===== src/rtl/mdac_pkg.sv =====
// Shared definitions for the access-code lock: state encodings, digit width
// and the one-hot button decode used by both the controller and the conditioning logic.
package mdac_pkg;

    localparam int STATE_W = 3;
    localparam int DIGIT_W = 2;

    typedef enum logic [STATE_W-1:0] {
        st_locked  = 3'd0,
        st_entry   = 3'd1,
        st_check   = 3'd2,
        st_open    = 3'd3,
        st_err     = 3'd4,
        st_lockout = 3'd5
    } state_t;

    function automatic logic btn_is_onehot(input logic [3:0] b);
        return (b != 4'b0000) && ((b & (b - 4'd1)) == 4'b0000);
    endfunction

    function automatic logic [DIGIT_W-1:0] btn_to_digit(input logic [3:0] b);
        case (b)
            4'b0001: return 2'd0;
            4'b0010: return 2'd1;
            4'b0100: return 2'd2;
            4'b1000: return 2'd3;
            default: return 2'd0;
        endcase
    endfunction

endpackage


===== src/rtl/mdac_timer.sv =====
// Loadable down-counter shared by the OPEN, ERR and LOCKOUT phases.
// done is high whenever the count has reached zero.
module mdac_timer #(
    parameter int W = 4
) (
    input  logic         clk,
    input  logic         reset,
    input  logic         load,
    input  logic [W-1:0] value,
    output logic         done
);

    logic [W-1:0] cnt;

    // NOTE: registers are written with <= so every flop samples pre-edge values.
    always_ff @(posedge clk) begin
        if (reset)
            cnt <= '0;
        else if (load)
            cnt <= value;
        else if (cnt != '0)
            cnt <= cnt - W'(1);
    end

    assign done = (cnt == '0);

endmodule


===== src/rtl/mdac_ctrl.sv =====
// Access-code lock sequencer: buffers digit pulses, checks them against SECRET
// on enter, and runs the timed unlock / error / lockout phases.
module mdac_ctrl
    import mdac_pkg::*;
#(
    parameter int                      CODE_LEN       = 4,
    parameter logic [2*CODE_LEN-1:0]   SECRET         = 8'b10_00_11_01,
    parameter int                      MAX_TRIES      = 3,
    parameter int                      UNLOCK_CYCLES  = 500,
    parameter int                      ERR_CYCLES     = 100,
    parameter int                      LOCKOUT_CYCLES = 1000
) (
    input  logic               clk,
    input  logic               reset,
    input  logic [3:0]         btn,
    input  logic               enter,
    input  logic               clear,
    output logic               locked,
    output logic               unlocked,
    output logic               error,
    output logic [STATE_W-1:0] state
);

    localparam int BUF_W   = DIGIT_W * CODE_LEN;
    localparam int CNT_W   = $clog2(CODE_LEN + 1);
    localparam int MAX_CYC = (UNLOCK_CYCLES > ERR_CYCLES)
                           ? ((UNLOCK_CYCLES > LOCKOUT_CYCLES) ? UNLOCK_CYCLES : LOCKOUT_CYCLES)
                           : ((ERR_CYCLES > LOCKOUT_CYCLES) ? ERR_CYCLES : LOCKOUT_CYCLES);
    localparam int TW      = (MAX_CYC > 1) ? $clog2(MAX_CYC) : 1;

    // The timer is loaded with N-1 so the phase lasts exactly N cycles.
    localparam logic [TW-1:0]    LD_OPEN    = TW'(UNLOCK_CYCLES - 1);
    localparam logic [TW-1:0]    LD_ERR     = TW'(ERR_CYCLES - 1);
    localparam logic [TW-1:0]    LD_LOCKOUT = TW'(LOCKOUT_CYCLES - 1);
    localparam logic [CNT_W-1:0] FULL       = CNT_W'(CODE_LEN);
    localparam logic [2:0]       TRIES_MAX  = 3'(MAX_TRIES);

    state_t             state_r, state_next;
    logic [BUF_W-1:0]   buffer;
    logic [CNT_W-1:0]   count;
    logic               overflow;
    logic [2:0]         tries;

    logic               btn_valid;
    logic [DIGIT_W-1:0] digit;
    logic               shift_en, ovf_set, clr_entry, tries_inc, tries_clr;
    logic               tmr_load, tmr_done;
    logic [TW-1:0]      tmr_value;
    logic               code_match;

    assign btn_valid  = btn_is_onehot(btn);
    assign digit      = btn_to_digit(btn);
    assign code_match = (count == FULL) && !overflow && (buffer == SECRET);

    always_comb begin
        // NOTE: every output of this block gets a default first, so no path leaves one unassigned (no latch).
        state_next = state_r;
        shift_en   = 1'b0;
        ovf_set    = 1'b0;
        clr_entry  = 1'b0;
        tries_inc  = 1'b0;
        tries_clr  = 1'b0;
        tmr_load   = 1'b0;
        tmr_value  = '0;

        case (state_r)
            st_locked: begin
                if (!clear && !enter && btn_valid) begin
                    shift_en   = 1'b1;
                    state_next = st_entry;
                end
            end
            st_entry: begin
                if (clear) begin
                    clr_entry  = 1'b1;
                    state_next = st_locked;
                end else if (enter) begin
                    state_next = st_check;
                end else if (btn_valid) begin
                    if (count == FULL) ovf_set  = 1'b1;
                    else               shift_en = 1'b1;
                end
            end
            st_check: begin
                clr_entry = 1'b1;
                tmr_load  = 1'b1;
                if (code_match) begin
                    tries_clr  = 1'b1;
                    tmr_value  = LD_OPEN;
                    state_next = st_open;
                end else if (tries + 3'd1 == TRIES_MAX) begin
                    tries_inc  = 1'b1;
                    tmr_value  = LD_LOCKOUT;
                    state_next = st_lockout;
                end else begin
                    tries_inc  = 1'b1;
                    tmr_value  = LD_ERR;
                    state_next = st_err;
                end
            end
            st_open: begin
                if (clear || tmr_done) state_next = st_locked;
            end
            st_err: begin
                if (tmr_done) state_next = st_locked;
            end
            st_lockout: begin
                if (tmr_done) begin
                    tries_clr  = 1'b1;
                    state_next = st_locked;
                end
            end
            default: state_next = st_locked;
        endcase
    end

    always_ff @(posedge clk) begin
        if (reset) begin
            state_r  <= st_locked;
            buffer   <= '0;
            count    <= '0;
            overflow <= 1'b0;
            tries    <= '0;
        end else begin
            state_r <= state_next;
            if (clr_entry) begin
                buffer   <= '0;
                count    <= '0;
                overflow <= 1'b0;
            end else begin
                if (shift_en) begin
                    buffer <= (buffer << DIGIT_W) | BUF_W'(digit);
                    count  <= count + CNT_W'(1);
                end
                if (ovf_set) overflow <= 1'b1;
            end
            if (tries_clr)      tries <= '0;
            else if (tries_inc) tries <= tries + 3'd1;
        end
    end

    mdac_timer #(.W(TW)) u_timer (
        .clk   (clk),
        .reset (reset),
        .load  (tmr_load),
        .value (tmr_value),
        .done  (tmr_done)
    );

    assign state    = state_r;
    assign unlocked = (state_r == st_open);
    assign locked   = (state_r != st_open);
    assign error    = (state_r == st_err) || (state_r == st_lockout);

endmodule


===== config.mk =====
export PLATFORM = sky130hd
export DESIGN_NAME = mdac_ctrl
export DESIGN_NICKNAME = d
export VERILOG_FILES = /design/src/rtl/mdac_pkg.sv /design/src/rtl/mdac_timer.sv /design/src/rtl/mdac_ctrl.sv
export SDC_FILE = /design/constraint.sdc
export NUM_CORES = 1
export LEC_CHECK = 0
export BUFFER_PORTS_ARGS = -buffer_cell sky130_fd_sc_hd__buf_2
export CORE_MARGIN = 3
export CORE_UTILIZATION = 50
export CTS_CLUSTER_SIZE = 30
export DETAILED_ROUTE_END_ITERATION = 12
export PLACE_DENSITY = 0.69
export SYNTH_ARGS = -nofsm -noshare
export SYNTH_HDL_FRONTEND = slang
export SYNTH_SLANG_ARGS = --single-unit

===== constraint.sdc =====
create_clock -name clk -period 2.2 [get_ports clk]
set_input_delay 0.44 -clock clk [delete_from_list [all_inputs] [get_ports clk]]
set_output_delay 0.44 -clock clk [all_outputs]
set_load 0.01 [all_outputs]

==> flow_summary.toml <==
[cells_and_area]
area_growth_pct = 7.661
fin_cells = 222
drive_gt1_share_pct = 14.66
layout_commonest_cell = "dfxtp_1"
layout_common_cells = "28 x dfxtp_1, 20 x nor2_1, 15 x a21oi_1"
fillers = 249
finish.utilization_pct = 58.43
final_area_mm2 = 0.001653
antennaDiodeCount = 0
nNetsFinal = 206

[placed_design]
dp_slack_ns = 0.1956
dp_hpwl_mm = 2.172
dp_cells = 219
place_area_mm2 = 0.001630
io_buffers = 13
routabilityCongestion = 0.8179

[floorplanning]
fp-row-count = 19
die-area_mm2 = 0.003771
start_util_pct = 54.27
core_mm2 = 0.002829
die_width_um = 61.41
fp.dieH_um = 61.41
io_pins = 14

[cts]
cts.sinks = 28
post_cts_buffers = 0
numCtsBuffers = 3
cts_tree = "done"
cts_root_buffer = "clkbuf_4"
clockBufferDepth = 2
htreeDepth = 1
clk_latency_ns = 0.32
cts.repair.resized = 0
ctsHoldBuffers = 0
clkSlewWorstSetupHoldPaths_ns = 0.14

[sta]
clock_skew_ns = 0.01057
finalSetupViolations = 0
slew_viol_final = 0
worst_slack_ns = 0.2439
hold_violations = 0
min_period_ns = 1.956
max_freq_mhz = 511.2
fin_tns_setup_ns = 0
worst_slew_pin_slew_ns = 0.3980
fin_crit_sh_pct = 88.91
timing.hold.ws_ns = 0.4558
rsz0062_at_grt = "false"
relSlewSlack_pct = 73.43

[power_and_ir_drop]
finalPower_mw = 1.402
powerDensity_mw_per_mm2 = 848.4
max-vdd-ir-drop_uv = 600.1
power.leakage_nw = 0.6409

[global_route]
grt_max_degree = 18
grt_pass1_wl_mm = 4.830
antenna_found_initial = 0
grt_usage_pct = 16.94
grt_overflow = 0
grt_pass1_vias = 1096

[status]
status = "finished, final reports clean"

[synthesis]
synth.distinct_cells = 41
syn_area_per_cell_um2 = 8.625
yosys_warnings = 0
ys_ff_latch = 28
synth_fp_nets = 191
synth_seq_area_share_pct = 36.51
synth_area_mm2 = 0.001535
syn_inst = 178

[detailed_routing]
detail_route.first_pass.iterations = 4
dr_total_vias = 1253
vias_per_cell = 5.644
routed_wl_mm = 2.937
drt-wirelength-per-cell_um = 13.23
drt_iter0_drc = 98
drc_errors = 0
ant_nets = 0

[worst_setup_path]
cp_top_family = "flip-flops"
worstSetupEndpointType = "output port"
crit_fanout = 13
start_kind = "flip-flop"
worstPathArrival_ns = 1.52
critPathLaunch = "state[1]$_SDFFE_PP0P_"
slowest_stage = "dfxtp_1"
reg2reg_to = "state[0]$_SDFFE_PP0P_"
path_class = "reg -> out"
ff2ff_path_depth = 4
crit_required_ns = 1.76
worst-r2r-setup-slack_ns = 0.30
critPathCapture = "unlocked"
cp_cell_sequence = "nand2_1, or2_2, inv_1, buf_2"
regToRegStartpoint = "u_timer.cnt[3]$_SDFFE_PP0P_"
critical-path-max-stage-delay_ns = 0.59
critPathBufInv = 2
critical_path_depth = 4

[hold_path]
hold_path.class = "reg -> reg"

[job]
maxCapViolations = 0
-- tightest hold or removal path, stage by stage, from the launching register on --
cell	delay [ns]
dfxtp_1	0.33
inv_1	0.05
a21oi_1	0.05
-- cell type report --
type	count	area (um2)	area share (%)
clock buffer	3	22.52	1.363
inverter	9	33.78	2.044
multi-input combinational	134	902.1	54.58
sequential	28	560.5	33.91
tap	31	38.79	2.347
timing repair buffer	17	95.09	5.753
-- power by group --
group	internal [mW]	leakage (nW)	switching (mW)	total [mW]
combinational	0.278	0.400	0.288	0.566
sequential	0.569	0.228	0.0643	0.634
clock	0.0641	0.0138	0.138	0.203
-- synthesized netlist by cell type --
master / number / area [um2]
a211oi_1: 6 / 45.04
a21oi_1: 15 / 75.07
a22oi_1: 1 / 7.510
a31oi_1: 1 / 6.260
a32oi_2: 1 / 16.27
a41o_1: 2 / 20.02
and2_1: 1 / 6.260
and4b_1: 2 / 20.02
buf_2: 1 / 5.000
buf_4: 1 / 7.510
buf_6: 1 / 11.26
clkbuf_1: 4 / 15.01
dfxtp_1: 28 / 560.5
ha_1: 5 / 62.56
inv_1: 9 / 33.78
mux2i_1: 11 / 110.1
nand2_1: 8 / 30.03
nand2b_1: 6 / 37.54
nand3_1: 4 / 20.02
nand3b_1: 5 / 37.54
nor2_1: 20 / 75.07
nor2b_1: 4 / 25.02
nor3_1: 7 / 35.03
nor3b_1: 2 / 15.01
nor4bb_1: 1 / 10.01
o211ai_1: 1 / 7.510
o21ai_0: 5 / 25.02
o21bai_1: 1 / 7.510
o22ai_1: 1 / 6.260
o31a_1: 1 / 8.760
o31ai_1: 1 / 7.510
or2_2: 2 / 12.51
or3_1: 2 / 12.51
or3_2: 2 / 15.01
or3_4: 1 / 11.26
or3b_2: 1 / 8.760
or4_1: 1 / 7.510
or4_4: 1 / 11.26
or4b_1: 1 / 10.01
xnor2_1: 7 / 61.31
xor2_1: 4 / 35.03
-- routing by layer --
layer | up-vias | track usage (%) | wire length, um
li1 | 661 | - | -
met1 | 566 | 24.71 | 1540
met2 | 24 | 25.23 | 1263
met3 | 2 | 3.145 | 116
met4 | 0 | 5.455 | 17
met5 | - | 0 | 0
-- worst min path at each step --
| stage | from | to | depth (start not counted) |
|---|---|---|---|
| 2_1_floorplan | overflow$_SDFFE_PP0P_ | overflow$_SDFFE_PP0P_ | 2 |
| 3_3_place_gp | overflow$_SDFFE_PP0P_ | overflow$_SDFFE_PP0P_ | 2 |
| 3_5_place_dp | overflow$_SDFFE_PP0P_ | overflow$_SDFFE_PP0P_ | 2 |
| 4_1_cts | reset | state[2]$_SDFFE_PP0P_ | 2 |
| 5_1_grt | reset | state[2]$_SDFFE_PP0P_ | 2 |
| 6_report | overflow$_SDFFE_PP0P_ | overflow$_SDFFE_PP0P_ | 2 |
-- kinds of logic after synthesis --
logic type / share of synthesized area, %
flops: 36.51
fa+ha+maj: 4.075
buf+inv: 4.726
compound gates: 15.16
xor+xnor: 6.275
mux: 7.172
simple gates: 26.08
-- state kept, by name, summed over array words and instances, names as in the netlist --
register / flops
u_timer.cnt: 10
buffer: 8
count: 3
state: 3
tries: 3
overflow: 1
Note: power is estimated with default switching activity, not from simulation.
